$ cat src/rtl/eth_axis_frame_filter_pkg.sv
// Shared definitions for the Ethernet AXI-Stream frame filter.
// Register map indices, ID constant, FSM state type, saturating increment.
package pkg_eth_frame_filter;

    localparam logic [7:0] REG_ID        = 8'd0;
    localparam logic [7:0] REG_CTRL      = 8'd1;
    localparam logic [7:0] REG_ETHERTYPE = 8'd2;
    localparam logic [7:0] REG_ACCEPTED  = 8'd3;
    localparam logic [7:0] REG_DROPPED   = 8'd4;
    localparam logic [7:0] REG_BADFCS    = 8'd5;
    localparam logic [7:0] REG_MAC_LO    = 8'd6;
    localparam logic [7:0] REG_MAC_HI    = 8'd7;

    localparam logic [31:0] ID_VALUE = 32'h4646_0001;

    typedef enum logic [1:0] {
        IDLE,
        PASS,
        DROP
    } state_t;

    function automatic logic [31:0] sat_inc(input logic [31:0] v);
        return (&v) ? v : v + 32'd1;
    endfunction

endpackage

$ cat src/rtl/eth_axis_frame_filter_if.sv
// AXI-Stream bundle used on both sides of the frame filter.
// master drives payload and valid, slave drives ready.
interface eth_axis_frame_filter_if #(
    parameter int DW = 128
) ();
    logic [DW-1:0]   tdata;
    logic [DW/8-1:0] tkeep;
    logic            tvalid;
    logic            tready;
    logic            tlast;
    logic            tuser;

    modport master (
        output tdata, tkeep, tvalid, tlast, tuser,
        input  tready
    );

    modport slave (
        input  tdata, tkeep, tvalid, tlast, tuser,
        output tready
    );
endinterface

$ cat src/rtl/eth_axis_frame_filter_regs.sv
// Wishbone register file: config, saturating frame counters, clear.
// FRAME_FILTER_DST_MAC_EN adds MAC_LO/MAC_HI and CTRL.mac_match.
module eth_frame_filter_regs
    import pkg_eth_frame_filter::*;
#(
    parameter logic [15:0] DEFAULT_ETHERTYPE = 16'h0000,
    parameter logic        DEFAULT_ENABLE    = 1'b0
) (
    input  logic        clk,
    input  logic        rst,
    input  logic [7:0]  wb_adr,
    input  logic [31:0] wb_dat_i,
    output logic [31:0] wb_dat_o,
    input  logic        wb_we,
    input  logic        wb_stb,
    input  logic        wb_cyc,
    output logic        wb_ack,
    input  logic        inc_acc,
    input  logic        inc_drop,
    input  logic        inc_bad,
`ifdef FRAME_FILTER_DST_MAC_EN
    output logic        mac_match,
    output logic [47:0] mac,
`endif
    output logic        enable,
    output logic [15:0] ethertype
);

    logic [31:0] cnt_acc;
    logic [31:0] cnt_drop;
    logic [31:0] cnt_bad;
    logic [31:0] rdata;
    logic        req;
    logic        wr;
    logic        clr;

    assign req = wb_cyc && wb_stb && !wb_ack;
    assign wr  = req && wb_we;
    assign clr = wr && (wb_adr == REG_CTRL) && wb_dat_i[1];

`ifndef FRAME_FILTER_DST_MAC_EN
    logic unused_dat;
    assign unused_dat = ^wb_dat_i[31:16];
`endif

    always_comb begin
        rdata = '0;
        unique case (wb_adr)
            REG_ID:        rdata = ID_VALUE;
            REG_CTRL: begin
                rdata[0] = enable;
`ifdef FRAME_FILTER_DST_MAC_EN
                rdata[2] = mac_match;
`endif
            end
            REG_ETHERTYPE: rdata[15:0] = ethertype;
            REG_ACCEPTED:  rdata = cnt_acc;
            REG_DROPPED:   rdata = cnt_drop;
            REG_BADFCS:    rdata = cnt_bad;
`ifdef FRAME_FILTER_DST_MAC_EN
            REG_MAC_LO:    rdata = mac[31:0];
            REG_MAC_HI:    rdata[15:0] = mac[47:32];
`endif
            default:       rdata = '0;
        endcase
    end

    always_ff @(posedge clk) begin
        if (rst) begin
            wb_ack    <= 1'b0;
            wb_dat_o  <= '0;
            enable    <= DEFAULT_ENABLE;
            ethertype <= DEFAULT_ETHERTYPE;
            cnt_acc   <= '0;
            cnt_drop  <= '0;
            cnt_bad   <= '0;
`ifdef FRAME_FILTER_DST_MAC_EN
            mac_match <= 1'b0;
            mac       <= '0;
`endif
        end else begin
            wb_ack   <= req;
            wb_dat_o <= (req && !wb_we) ? rdata : '0;
            if (wr) begin
                unique case (wb_adr)
                    REG_CTRL: begin
                        enable <= wb_dat_i[0];
`ifdef FRAME_FILTER_DST_MAC_EN
                        mac_match <= wb_dat_i[2];
`endif
                    end
                    REG_ETHERTYPE: ethertype <= wb_dat_i[15:0];
`ifdef FRAME_FILTER_DST_MAC_EN
                    REG_MAC_LO: mac[31:0]  <= wb_dat_i;
                    REG_MAC_HI: mac[47:32] <= wb_dat_i[15:0];
`endif
                    default: ;
                endcase
            end
            // a clear landing on the same edge as an increment wins
            if (clr) begin
                cnt_acc  <= '0;
                cnt_drop <= '0;
                cnt_bad  <= '0;
            end else begin
                if (inc_acc)  cnt_acc  <= sat_inc(cnt_acc);
                if (inc_drop) cnt_drop <= sat_inc(cnt_drop);
                if (inc_bad)  cnt_bad  <= sat_inc(cnt_bad);
            end
        end
    end

endmodule

$ cat src/rtl/eth_axis_frame_filter.sv
// Per-frame forward/drop filter on EtherType, one registered output stage.
// FRAME_FILTER_DST_MAC_EN adds destination MAC matching.
module eth_axis_frame_filter
    import pkg_eth_frame_filter::*;
#(
    parameter int          DATA_WIDTH        = 128,
    parameter logic [15:0] DEFAULT_ETHERTYPE = 16'h0000,
    parameter logic        DEFAULT_ENABLE    = 1'b0
) (
    input  logic                    clk,
    input  logic                    rst,
    eth_axis_frame_filter_if.slave  s_axis,
    eth_axis_frame_filter_if.master m_axis,
    input  logic [7:0]              wb_adr,
    input  logic [31:0]             wb_dat_i,
    output logic [31:0]             wb_dat_o,
    input  logic                    wb_we,
    input  logic                    wb_stb,
    input  logic                    wb_cyc,
    output logic                    wb_ack
);

    if (DATA_WIDTH != 128) begin : g_width_check
        $error("eth_axis_frame_filter supports DATA_WIDTH=128 only");
    end

    state_t      state;
    logic        enable;
    logic [15:0] ethertype;
    logic [15:0] et;
    logic        runt;
    logic        mac_ok;
    logic        fwd_new;
    logic        fire;
    logic        fwd_beat;
    logic        drop_beat;
    logic        inc_acc;
    logic        inc_drop;
    logic        inc_bad;

    assign s_axis.tready = (state == DROP) || !m_axis.tvalid || m_axis.tready;

    assign fire = s_axis.tvalid && s_axis.tready;
    assign et   = {s_axis.tdata[103:96], s_axis.tdata[111:104]};
    assign runt = s_axis.tkeep[13:0] != 14'h3FFF;

`ifdef FRAME_FILTER_DST_MAC_EN
    logic        mac_match;
    logic [47:0] mac;
    logic [47:0] dst;

    assign dst = {s_axis.tdata[7:0],   s_axis.tdata[15:8],
                  s_axis.tdata[23:16], s_axis.tdata[31:24],
                  s_axis.tdata[39:32], s_axis.tdata[47:40]};
    assign mac_ok = !mac_match || (dst == mac) || (&dst);
`else
    assign mac_ok = 1'b1;
`endif

    // config is only looked at on the first beat, so it is frozen per frame
    assign fwd_new   = !enable || (!runt && (et == ethertype) && mac_ok);
    assign fwd_beat  = fire && (((state == IDLE) && fwd_new) || (state == PASS));
    assign drop_beat = fire && (((state == IDLE) && !fwd_new) || (state == DROP));
    assign inc_acc   = fwd_beat && s_axis.tlast;
    assign inc_drop  = drop_beat && s_axis.tlast;
    assign inc_bad   = inc_acc && s_axis.tuser;

    always_ff @(posedge clk) begin
        if (rst) begin
            state         <= IDLE;
            m_axis.tvalid <= 1'b0;
            m_axis.tdata  <= '0;
            m_axis.tkeep  <= '0;
            m_axis.tlast  <= 1'b0;
            m_axis.tuser  <= 1'b0;
        end else begin
            if (fwd_beat) begin
                m_axis.tvalid <= 1'b1;
                m_axis.tdata  <= s_axis.tdata;
                m_axis.tkeep  <= s_axis.tkeep;
                m_axis.tlast  <= s_axis.tlast;
                m_axis.tuser  <= s_axis.tuser;
            end else if (m_axis.tready) begin
                m_axis.tvalid <= 1'b0;
            end
            unique case (state)
                IDLE: if (fire && !s_axis.tlast)
                          state <= fwd_new ? PASS : DROP;
                PASS: if (fire && s_axis.tlast) state <= IDLE;
                DROP: if (fire && s_axis.tlast) state <= IDLE;
                default: state <= IDLE;
            endcase
        end
    end

    eth_frame_filter_regs #(
        .DEFAULT_ETHERTYPE (DEFAULT_ETHERTYPE),
        .DEFAULT_ENABLE    (DEFAULT_ENABLE)
    ) u_regs (
        .clk       (clk),
        .rst       (rst),
        .wb_adr    (wb_adr),
        .wb_dat_i  (wb_dat_i),
        .wb_dat_o  (wb_dat_o),
        .wb_we     (wb_we),
        .wb_stb    (wb_stb),
        .wb_cyc    (wb_cyc),
        .wb_ack    (wb_ack),
        .inc_acc   (inc_acc),
        .inc_drop  (inc_drop),
        .inc_bad   (inc_bad),
`ifdef FRAME_FILTER_DST_MAC_EN
        .mac_match (mac_match),
        .mac       (mac),
`endif
        .enable    (enable),
        .ethertype (ethertype)
    );

endmodule

$ cat src/flat_wrapper.sv
// flat-port wrapper written by rule: the top's interface ports become plain ports
module eth_axis_frame_filter_flat import pkg_eth_frame_filter::*;
#(
    parameter int          DATA_WIDTH        = 128,
    parameter logic [15:0] DEFAULT_ETHERTYPE = 16'h0000,
    parameter logic        DEFAULT_ENABLE    = 1'b0
)
  (clk, rst, wb_adr, wb_dat_i, wb_dat_o, wb_we, wb_stb, wb_cyc, wb_ack, s_axis_tdata, s_axis_tkeep, s_axis_tvalid, s_axis_tlast, s_axis_tuser, s_axis_tready, m_axis_tdata, m_axis_tkeep, m_axis_tvalid, m_axis_tlast, m_axis_tuser, m_axis_tready);
  eth_axis_frame_filter_if #(.DW(128)) s_axis_i ();
  eth_axis_frame_filter_if #(.DW(128)) m_axis_i ();
  input  logic clk;
  input  logic rst;
  input  logic [7:0] wb_adr;
  input  logic [31:0] wb_dat_i;
  output logic [31:0] wb_dat_o;
  input  logic wb_we;
  input  logic wb_stb;
  input  logic wb_cyc;
  output logic wb_ack;
  input wire logic [$bits(s_axis_i.tdata)-1:0] s_axis_tdata;
  input wire logic [$bits(s_axis_i.tkeep)-1:0] s_axis_tkeep;
  input wire logic [$bits(s_axis_i.tvalid)-1:0] s_axis_tvalid;
  input wire logic [$bits(s_axis_i.tlast)-1:0] s_axis_tlast;
  input wire logic [$bits(s_axis_i.tuser)-1:0] s_axis_tuser;
  output wire logic [$bits(s_axis_i.tready)-1:0] s_axis_tready;
  output wire logic [$bits(m_axis_i.tdata)-1:0] m_axis_tdata;
  output wire logic [$bits(m_axis_i.tkeep)-1:0] m_axis_tkeep;
  output wire logic [$bits(m_axis_i.tvalid)-1:0] m_axis_tvalid;
  output wire logic [$bits(m_axis_i.tlast)-1:0] m_axis_tlast;
  output wire logic [$bits(m_axis_i.tuser)-1:0] m_axis_tuser;
  input wire logic [$bits(m_axis_i.tready)-1:0] m_axis_tready;
  assign s_axis_i.tdata = s_axis_tdata;
  assign s_axis_i.tkeep = s_axis_tkeep;
  assign s_axis_i.tvalid = s_axis_tvalid;
  assign s_axis_i.tlast = s_axis_tlast;
  assign s_axis_i.tuser = s_axis_tuser;
  assign s_axis_tready = s_axis_i.tready;
  assign m_axis_tdata = m_axis_i.tdata;
  assign m_axis_tkeep = m_axis_i.tkeep;
  assign m_axis_tvalid = m_axis_i.tvalid;
  assign m_axis_tlast = m_axis_i.tlast;
  assign m_axis_tuser = m_axis_i.tuser;
  assign m_axis_i.tready = m_axis_tready;
  eth_axis_frame_filter #(.DATA_WIDTH(DATA_WIDTH), .DEFAULT_ETHERTYPE(DEFAULT_ETHERTYPE), .DEFAULT_ENABLE(DEFAULT_ENABLE)) u_core (.clk(clk), .rst(rst), .s_axis(s_axis_i), .m_axis(m_axis_i), .wb_adr(wb_adr), .wb_dat_i(wb_dat_i), .wb_dat_o(wb_dat_o), .wb_we(wb_we), .wb_stb(wb_stb), .wb_cyc(wb_cyc), .wb_ack(wb_ack));
endmodule
$ cat config.mk
export PLATFORM = sky130hd
export DESIGN_NAME = eth_axis_frame_filter_flat
export DESIGN_NICKNAME = d
export VERILOG_FILES = /design/src/rtl/eth_axis_frame_filter_pkg.sv /design/src/rtl/eth_axis_frame_filter_if.sv /design/src/rtl/eth_axis_frame_filter_regs.sv /design/src/rtl/eth_axis_frame_filter.sv /design/src/flat_wrapper.sv
export SDC_FILE = /design/constraint.sdc
export NUM_CORES = 1
export LEC_CHECK = 0
export CAP_MARGIN = 30
export CELL_PAD_IN_SITES_DETAIL_PLACEMENT = 1
export CELL_PAD_IN_SITES_GLOBAL_PLACEMENT = 1
export CORE_MARGIN = 5
export CORE_UTILIZATION = 37
export CTS_BUF_LIST = sky130_fd_sc_hd__clkbuf_4
export CTS_CLUSTER_SIZE = 40
export DETAILED_ROUTE_END_ITERATION = 8
export GPL_ROUTABILITY_DRIVEN = 0
export GPL_TIMING_DRIVEN = 0
export PLACE_DENSITY = 0.92
export RECOVER_POWER = 100
export SYNTH_ARGS = -nofsm -noshare
export SYNTH_HDL_FRONTEND = slang
export SYNTH_HIERARCHICAL = 1
export SYNTH_SLANG_ARGS = --single-unit
$ cat constraint.sdc
create_clock -name clk -period 4.05 [get_ports clk]
set_input_delay 0.81 -clock clk [delete_from_list [all_inputs] [get_ports clk]]
set_output_delay 0.81 -clock clk [all_outputs]
set_load 0.01 [all_outputs]
==> impl_metrics.toml, run 1 <==
[clock_network]
clock_latency_ps = 780
clock-sinks = 295
numCtsBuffers = 84
cts_tree = "yes"
ctsLongestPathBuffers = 3
path_clk_slew_ps = 70
h-tree-depth = 3
cts-root-buf = "clkbuf_4"
postCtsSetupRepairBufs = 0

[sta]
fin_ws_ps = 189
finalCritPeriodShare = 0.953
skew_ps = 58.9
setup_viol = 0
slew_headroom = -0.199
worstMarginPinSlew_ps = 1770
rsz0062_at_grt = "no"
hold_viol = 0
fin_crit_ps = 3860
slew_violations = 8
fmax_ghz = 0.259

[routing]
drtIter0Drc = 1337
drc = 0
wl_per_cell_um = 24.0
first_pass_iters = 7
routed_wl_mm = 59.2
ant_nets = 0
num_vias = 14000
vias_per_cell = 5.68

[floorplanning]
die_y_um = 199
dieWidth_um = 199
fp-row-count = 69
dieArea_sq_um = 39400
initial_core_util = 0.373
ios = 374
core_area_sq_um = 35300

[worst_setup_path]
worstPathRequired_ps = 4650
crit_type = "in -> reg"
path_cells = "clkdlybuf4s50_1 > or4_1 > clkbuf_1 > nor4b_1 > clkbuf_1 > a222oi_1 > a21oi_1"
path_common_cell = "clkbuf_1"
critPathMaxStageDelay_ps = 1450
end_kind = "register"
worstPathMaxFanout = 10
crit_arrival_ps = 4460
ff2ff_path_depth = 11
crit_path_start_kind = "input port"
critPathSlowestCell = "nor4b_1"

[global_routing]
grt_pass1_wl_mm = 89.2
antenna_found_initial = 9
overflow = 0
grt_pass1_vias = 15100
grt_max_degree = 13
grt_use_total = 0.291

[yosys]
synthCells = 1488
ys_ff_latch = 295
ys_warn_count = 6
synth-edff-count = 0
syn_area_sq_um = 13200
syn-num-nets = 1687
post_synth_num_cell_types = 63
ys.flop_type = "dfxtp_1"
seq_area_frac_synth = 0.449
syn_avg_cell_area_sq_um = 8.84
async_flop_share = 0

[power]
p_leak_nw = 7.11
p_per_area_nw_per_um2 = 377
ir_drop_uv = 256

[finish]
multi_input_area_sq_um = 6630
most-common-layout-cells = "nand2_1, dfxtp_1, dlygate4sd3_1"
final_common_cell = "nand2_1"
drive_above_1_share = 0.0757
fin_cells = 2464
final_nets = 2133
nFillCells = 4126
synthToLayoutAreaGrowth_pct = 38.4
final-seq-area_sq_um = 5910

[outcome]
status = "complete, but fails checks"
violations = "max-capacitance violations, max-slew violations"

[place]
pre_cts_ws_ps = -595
dp.final_hpwl_mm = 43.2
port_buffers = 357
dp_cells = 2309

[hold_path]
hp-class = "reg -> reg"
holdPathStages = 2

[run]
drv_cap = 1
critical path: cells and delay by family:
kind	cells	cell delay (ps)
AND/OR/NAND/NOR	2	1990
AO/OA/AOI/OAI	2	530
buffers and inverters	3	1120
cells by family after synthesis:
group | after synthesis | synth area share
xor+xnor | 51 | 0.0339
fa+ha+maj | 6 | 0.00570
mux | 167 | 0.127
compound gates | 202 | 0.102
simple gates | 655 | 0.236
buf+inv | 112 | 0.0463
flops | 295 | 0.449
state kept, by name, indices dropped and copies added (netlist names), 2 cells and up:
name	flops
u_core/m_axis.tdata	128
u_core/m_axis.tkeep	16
u_core/state	2
u_core/u_regs/cnt_acc	32
u_core/u_regs/cnt_bad	32
u_core/u_regs/cnt_drop	32
u_core/u_regs/ethertype	16
u_core/u_regs/wb_dat_o	32
Yosys cell counts (6+ instances only):
library cell | instances | area (sq um)
nand2_1 | 366 | 1370
dfxtp_1 | 295 | 5910
mux2i_1 | 167 | 1670
nor2_1 | 73 | 274
a21oi_1 | 63 | 315
clkbuf_1 | 60 | 225
nand4_1 | 38 | 238
o21ai_0 | 38 | 190
nand3_1 | 34 | 170
or3_1 | 32 | 200
xnor2_1 | 30 | 263
a222oi_1 | 25 | 250
xor2_1 | 21 | 184
inv_1 | 20 | 75.1
and3_1 | 19 | 119
or4_1 | 18 | 135
nor4_1 | 16 | 100
a31oi_1 | 15 | 93.8
and4_1 | 13 | 114
buf_2 | 13 | 65.1
buf_8 | 12 | 180
o31ai_1 | 11 | 82.6
a211oi_1 | 10 | 75.1
and2_1 | 9 | 56.3
nor3_1 | 9 | 45.0
a22oi_1 | 7 | 52.6
ha_1 | 6 | 75.1
final timing paths:
path,slack [ps],to,from
min,450,u_core/m_axis.tlast$_SDFFE_PP0P_,u_core/m_axis.tlast$_SDFFE_PP0P_
max,190,u_core/u_regs/wb_dat_o[2]$_SDFF_PP0_,wb_adr[5]
max reg2reg,470,u_core/u_regs/cnt_bad[26]$_SDFFE_PP0P_,u_core/u_regs/ethertype[3]$_SDFFE_PP0P_
min reg2reg,450,u_core/m_axis.tlast$_SDFFE_PP0P_,u_core/m_axis.tlast$_SDFFE_PP0P_
per-layer routing:
layer / vias up / share of wire / track usage / wire [um]
met5: - / 0.00091 / 0 / 54
met4: 6 / 0.053 / 0.148 / 3140
met3: 206 / 0.083 / 0.0806 / 4910
met2: 696 / 0.48 / 0.495 / 28700
met1: 6891 / 0.38 / 0.334 / 22500
li1: 6208 / - / - / -
power by group:
group          switching (mW)  total [mW]  internal (mW)
Sequential             0.0722        3.09           3.02
Clock                    1.39        2.86           1.47
Combinational           0.473       0.918          0.445
Total                    1.93        6.87           4.94
cell type report:
class                           instances  share of cell area
Clock inverter                         22             0.00673
Antenna cell                            8             0.00110
Tap cell                              461              0.0317
Inverter                               21             0.00433
Timing Repair Buffer                  360               0.197
Sequential cell                       295               0.324
Clock buffer                          125              0.0515
Buffer                                 91              0.0196
Multi-Input combinational cell       1081               0.364
what timing repair did:
item | CTS | global route
gates resized for setup | 0 | 3
endpoints found under the setup margin | 0 | 3
hold buffers | 0 | 0
stage by stage:
stage                     hold WS (ps)  TNS (ps)  power (mW)  area, sq um  utilization
after floorplan                    461         0        3.55        13200            -
after CTS                          453         0        7.02        18400        0.521
final                              449         0        6.87        18200        0.516
after detailed placement           444     -6470        4.12        17300        0.491
after global placement             439    -35940        4.08        17300        0.490
after global routing               468         0        7.16        18200        0.516
(Power assumes the default switching activity.)
==> run 2, diff against run 1 <==
--- a/config.mk
+++ b/config.mk
@@ -9,13 +9,13 @@
 export CELL_PAD_IN_SITES_DETAIL_PLACEMENT = 1
 export CELL_PAD_IN_SITES_GLOBAL_PLACEMENT = 1
 export CORE_MARGIN = 5
-export CORE_UTILIZATION = 37
+export CORE_UTILIZATION = 39
 export CTS_BUF_LIST = sky130_fd_sc_hd__clkbuf_4
 export CTS_CLUSTER_SIZE = 40
 export DETAILED_ROUTE_END_ITERATION = 8
 export GPL_ROUTABILITY_DRIVEN = 0
 export GPL_TIMING_DRIVEN = 0
-export PLACE_DENSITY = 0.92
+export PLACE_DENSITY = 0.95
 export RECOVER_POWER = 100
 export SYNTH_ARGS = -nofsm -noshare
 export SYNTH_HDL_FRONTEND = slang
==> constraint.sdc (replaced) <==
create_clock -name clk -period 5 [get_ports clk]
set_input_delay 1 -clock clk [delete_from_list [all_inputs] [get_ports clk]]
set_output_delay 1 -clock clk [all_outputs]
set_load 0.01 [all_outputs]
==> impl_metrics.toml, run 2 (synthesis results as in run 1) <==
[outcome]
status = "complete, but fails checks"
violations = "max-capacitance violations, max-slew violations"

[place]
dp.final_hpwl_mm = 45.8
port_buffers = 357
pre_cts_ws_ps = 6.02

[sta]
worstMarginPinSlew_ps = 1910
setup_viol = 0
rsz0062_at_grt = "no"
slew_headroom = -0.293
slew_violations = 8
fmax_ghz = 0.213
skew_ps = 80.1
fin_ws_ps = 304
hold_viol = 0
fin_crit_ps = 4700
finalCritPeriodShare = 0.939
setup-tns-final_ps = 0

[clock_network]
numCtsBuffers = 82
clock_latency_ps = 790
postCtsSetupRepairBufs = 0
cts_resized = 0
path_clk_slew_ps = 70
cts_tree = "yes"
cts-root-buf = "clkbuf_4"
ctsLongestPathBuffers = 3
h-tree-depth = 3
hold_buffers = 0
clock-sinks = 295

[finish]
synthToLayoutAreaGrowth_pct = 38.1
largest-register = "u_core/m_axis.tdata"
largest_reg_flops = 128
final_nets = 2132
drive_above_1_share = 0.0749
nFillCells = 3908
final_common_cell = "nand2_1"
most-common-layout-cells = "nand2_1, dfxtp_1, dlygate4sd3_1"

[routing]
num_vias = 14700
vias_per_cell = 6.00
drtIter0Drc = 1830
drc = 0
ant_nets = 0
wl_per_cell_um = 27.1
routed_wl_mm = 66.5
first_pass_iters = 7

[hold_path]
hp-class = "reg -> reg"

[power]
p_per_area_nw_per_um2 = 310
ir_drop_uv = 175
p_leak_nw = 7.10
total_power_mw = 5.63

[worst_setup_path]
r2r_start = "u_core/u_regs/ethertype[6]$_SDFFE_PP0P_"
crit_arrival_ps = 5360
critPathSlowestCell = "dlygate4sd3_1"
crit_family = "simple AND/OR/NAND/NOR gates"
cp-startpoint = "s_axis_tdata[100]"
worstPathRequired_ps = 5670
path_cells = "dlygate4sd3_1 > xor2_1 > nor4_1 > nand3_1 > o21ai_0 > and2_0 > and2_0 > nand2_1 > or4b_1 > clkbuf_1 > or3_1 > a21oi_1"
end_kind = "register"
crit_buf_inv = 2
r2r_slack_ps = 740
path_common_cell = "and2_0"
r2r-end = "u_core/u_regs/cnt_bad[28]$_SDFFE_PP0P_"
cp-endpoint = "u_core/u_regs/cnt_bad[28]$_SDFFE_PP0P_"
crit_type = "in -> reg"
crit_path_start_kind = "input port"
worstPathMaxFanout = 7
ff2ff_path_depth = 11
critPathMaxStageDelay_ps = 630
crit_cells = 12

[floorplanning]
dieArea_sq_um = 37500
fp-row-count = 67
dieWidth_um = 194
initial_core_util = 0.393
die_y_um = 194
core_area_sq_um = 33400
ios = 374

[global_routing]
antenna_found_initial = 8
grt_use_total = 0.335
grt_pass1_wl_mm = 98.8
grt_pass1_vias = 16100
grt_max_degree = 13
overflow = 0

[run]
drv_cap = 2
-- run 2: worst min-delay path by stage --
stage / start / end / slack [ps] / cells past startpoint
after detailed placement: u_core/m_axis.tdata[62]$_SDFFE_PP0P_ / u_core/m_axis.tdata[62]$_SDFFE_PP0P_ / 450 / 2
after global placement: u_core/m_axis.tlast$_SDFFE_PP0P_ / u_core/m_axis.tlast$_SDFFE_PP0P_ / 440 / 2
after global routing: u_core/m_axis.tlast$_SDFFE_PP0P_ / u_core/m_axis.tlast$_SDFFE_PP0P_ / 490 / 2
after CTS: u_core/u_regs/wb_ack$_SDFF_PP0_ / u_core/u_regs/wb_ack$_SDFF_PP0_ / 460 / 1
after floorplan: u_core/u_regs/cnt_bad[1]$_SDFFE_PP0P_ / u_core/u_regs/cnt_bad[1]$_SDFFE_PP0P_ / 460 / 2
final: u_core/u_regs/wb_ack$_SDFF_PP0_ / u_core/u_regs/wb_ack$_SDFF_PP0_ / 450 / 1
-- run 2: layout make-up --
type	count	area (sq um)	area share
clock buffers	120	901	0.0496
repair buffers	361	3590	0.198
plain buffers	91	353	0.0194
diodes	11	27.5	0.00151
multi-input cells	1081	6600	0.363
inverters	21	78.8	0.00434
well taps	448	561	0.0308
flip-flops and latches	295	5910	0.325
clock inverters	21	149	0.00819
-- run 2: routing by layer --
metal | GRT usage | wire [um] | vias up
met5 | 0 | 0 | -
met4 | 0.221 | 4860 | 0
met3 | 0.108 | 6290 | 331
met2 | 0.573 | 32200 | 1000
met1 | 0.355 | 23200 | 7147
li1 | - | - | 6208
-- run 2: report_power, final --
part / leakage [nW] / total, mW / switching (mW) / internal [mW]
clock: 0.625 / 2.34 / 1.14 / 1.20
sequential: 2.40 / 2.51 / 0.0660 / 2.45
combinational: 4.07 / 0.770 / 0.409 / 0.361
total: 7.10 / 5.63 / 1.62 / 4.01
-- run 2: metrics by stage --
step / hold WS, ps / utilization / std cells / area (sq um)
final: 450 / 0.543 / 2449 / 18200
after global routing: 488 / 0.543 / 2446 / 18200
after CTS: 459 / 0.549 / 2437 / 18400
after detailed placement: 454 / 0.518 / 2296 / 17300
after global placement: 438 / 0.517 / 2293 / 17300
after floorplan: 461 / - / 1488 / 13200
==> run 3, diff against run 2 <==
--- a/config.mk
+++ b/config.mk
@@ -6,7 +6,7 @@
 export NUM_CORES = 1
 export LEC_CHECK = 0
 export CAP_MARGIN = 30
-export CELL_PAD_IN_SITES_DETAIL_PLACEMENT = 1
+export CELL_PAD_IN_SITES_DETAIL_PLACEMENT = 0
 export CELL_PAD_IN_SITES_GLOBAL_PLACEMENT = 1
 export CORE_MARGIN = 5
 export CORE_UTILIZATION = 39
@@ -17,6 +17,7 @@
 export GPL_TIMING_DRIVEN = 0
 export PLACE_DENSITY = 0.95
 export RECOVER_POWER = 100
+export SLEW_MARGIN = 20
 export SYNTH_ARGS = -nofsm -noshare
 export SYNTH_HDL_FRONTEND = slang
 export SYNTH_HIERARCHICAL = 1
==> impl_metrics.toml, run 3 (synthesis results as in run 1) <==
[outcome]
status = "complete, but fails checks"
violations = "max-capacitance violations, max-slew violations"

[floorplanning]
fp-row-count = 67
dieWidth_um = 194
dieArea_sq_um = 37500
initial_core_util = 0.393
die_y_um = 194
core_area_sq_um = 33400
ios = 374

[sta]
setup_viol = 0
slew_violations = 8
fin_crit_ps = 4810
worstMarginPinSlew_ps = 1650
slew_headroom = -0.113
setup-tns-final_ps = 0
finalCritPeriodShare = 0.961
fmax_ghz = 0.208
hold_viol = 0
rsz0062_at_grt = "no"
skew_ps = 63.3

[global_routing]
overflow = 0
grt_pass1_vias = 12800
gr-usage-met3 = 0.0883
grt_use_met1 = 0.296
grt_use_total = 0.241
grt-busiest-layer = "met2"
grt_max_degree = 13
met2_usage = 0.382
antenna_found_initial = 11
grt_pass1_wl_mm = 72.6

[worst_setup_path]
worstPathMaxFanout = 10
crit_type = "in -> reg"
cp-startpoint = "wb_adr[5]"
r2r_slack_ps = 870
r2r_start = "u_core/u_regs/ethertype[6]$_SDFFE_PP0P_"
crit_arrival_ps = 5380
worstPathRequired_ps = 5580
cp-endpoint = "u_core/u_regs/ethertype[12]$_SDFFE_PP0P_"
end_kind = "register"
crit_path_start_kind = "input port"
r2r-end = "u_core/u_regs/cnt_bad[28]$_SDFFE_PP0P_"
ff2ff_path_depth = 11

[clock_network]
hold_buffers = 0
cts_resized = 0
path_clk_slew_ps = 70
numCtsBuffers = 81
ctsLongestPathBuffers = 3
clock_latency_ps = 750
postCtsSetupRepairBufs = 0
h-tree-depth = 3
clock-sinks = 295
cts-root-buf = "clkbuf_4"
cts_tree = "yes"

[finish]
nFillCells = 3041
synthToLayoutAreaGrowth_pct = 37.6
largest-register = "u_core/m_axis.tdata"
multi_input_area_sq_um = 6600
largest_reg_flops = 128
drive_above_1_share = 0.0714
most-common-layout-cells = "nand2_1, dfxtp_1, dlygate4sd3_1"
final-seq-area_sq_um = 5910
final_nets = 2130
final_common_cell = "nand2_1"

[routing]
routed_wl_mm = 48.2
num_vias = 13100
drtIter0Drc = 1325
first_pass_iters = 8
ant_nets = 0
vias_per_cell = 5.37
wl_per_cell_um = 19.7
drc = 0

[power]
p_per_area_nw_per_um2 = 296
swShare = 0.268
ir_drop_uv = 200
combPwrFrac = 0.131
pwr-share-clk = 0.404
p_int_mw = 3.93
total_power_mw = 5.37
p_leak_nw = 7.07
power_frac_seq = 0.465
p_switching_mw = 1.44

[hold_path]
hp-class = "reg -> reg"

[run]
drv_cap = 1

[place]
dp.final_hpwl_mm = 37.1
port_buffers = 357
-- run 3: changes by cell type in the layout (fill, tap and decap cells not counted), sizes merged --
cell and change:
clkinv +5, clkdlybuf4s50 -1, buf +3, inv -1, dlygate4sd3 +1, diode -4, bufinv -1, clkbuf -8
-- run 3: critical path, stage by stage --
cell and delay, ps:
dlygate4sd3_1 520, or4_1 550, clkbuf_1 200, nor4b_1 1360, nor2b_1 240, clkbuf_1 510, clkbuf_1 660, mux2i_1 280
nor2_1 60
-- run 3: power groups by stage --
stage | registers, mW | logic (mW) | clock network (mW)
4_1_cts | 2.50 | 0.768 | 2.23
6_report | 2.49 | 0.704 | 2.17
5_1_grt | 2.51 | 0.748 | 2.36
3_3_place_gp | 2.55 | 0.754 | 0
3_5_place_dp | 2.55 | 0.764 | 0
2_1_floorplan | 2.59 | 0.284 | 0
-- run 3: cell type report --
class | count | share of cell area
Buffer | 91 | 0.0192
Inverter | 21 | 0.00435
Clock buffer | 116 | 0.0481
Sequential cell | 295 | 0.326
Antenna cell | 7 | 0.000967
Tap cell | 448 | 0.0310
Clock inverter | 24 | 0.00753
Timing Repair Buffer | 360 | 0.198
Multi-Input combinational cell | 1081 | 0.364
-- run 3: worst min path at each step --
stage | cells after the start | start | slack [ps] | endpoint
2_1_floorplan | 2 | u_core/u_regs/cnt_bad[1]$_SDFFE_PP0P_ | 460 | u_core/u_regs/cnt_bad[1]$_SDFFE_PP0P_
3_3_place_gp | 2 | u_core/m_axis.tlast$_SDFFE_PP0P_ | 440 | u_core/m_axis.tlast$_SDFFE_PP0P_
3_5_place_dp | 2 | u_core/m_axis.tdata[61]$_SDFFE_PP0P_ | 450 | u_core/m_axis.tdata[61]$_SDFFE_PP0P_
4_1_cts | 2 | u_core/m_axis.tdata[70]$_SDFFE_PP0P_ | 460 | u_core/m_axis.tdata[70]$_SDFFE_PP0P_
5_1_grt | 2 | u_core/m_axis.tdata[89]$_SDFFE_PP0P_ | 470 | u_core/m_axis.tdata[89]$_SDFFE_PP0P_
6_report | 2 | u_core/m_axis.tlast$_SDFFE_PP0P_ | 450 | u_core/m_axis.tlast$_SDFFE_PP0P_
-- run 3: layer usage --
layer / part of all wire / up-vias
li1: - / 6197
met1: 0.41 / 6184
met2: 0.46 / 614
met3: 0.10 / 109
met4: 0.032 / 10
met5: 0.0016 / -
-- run 3: per-stage QoR --
step	instance area, sq um	util	setup slack (ps)	cells	hold WS (ps)
2_1_floorplan	13200	-	1270	1488	461
3_3_place_gp	17300	0.517	-534	2293	438
3_5_place_dp	17300	0.517	-254	2295	446
4_1_cts	18300	0.547	471	2435	457
5_1_grt	18100	0.541	160	2442	466
6_report	18100	0.541	194	2443	451
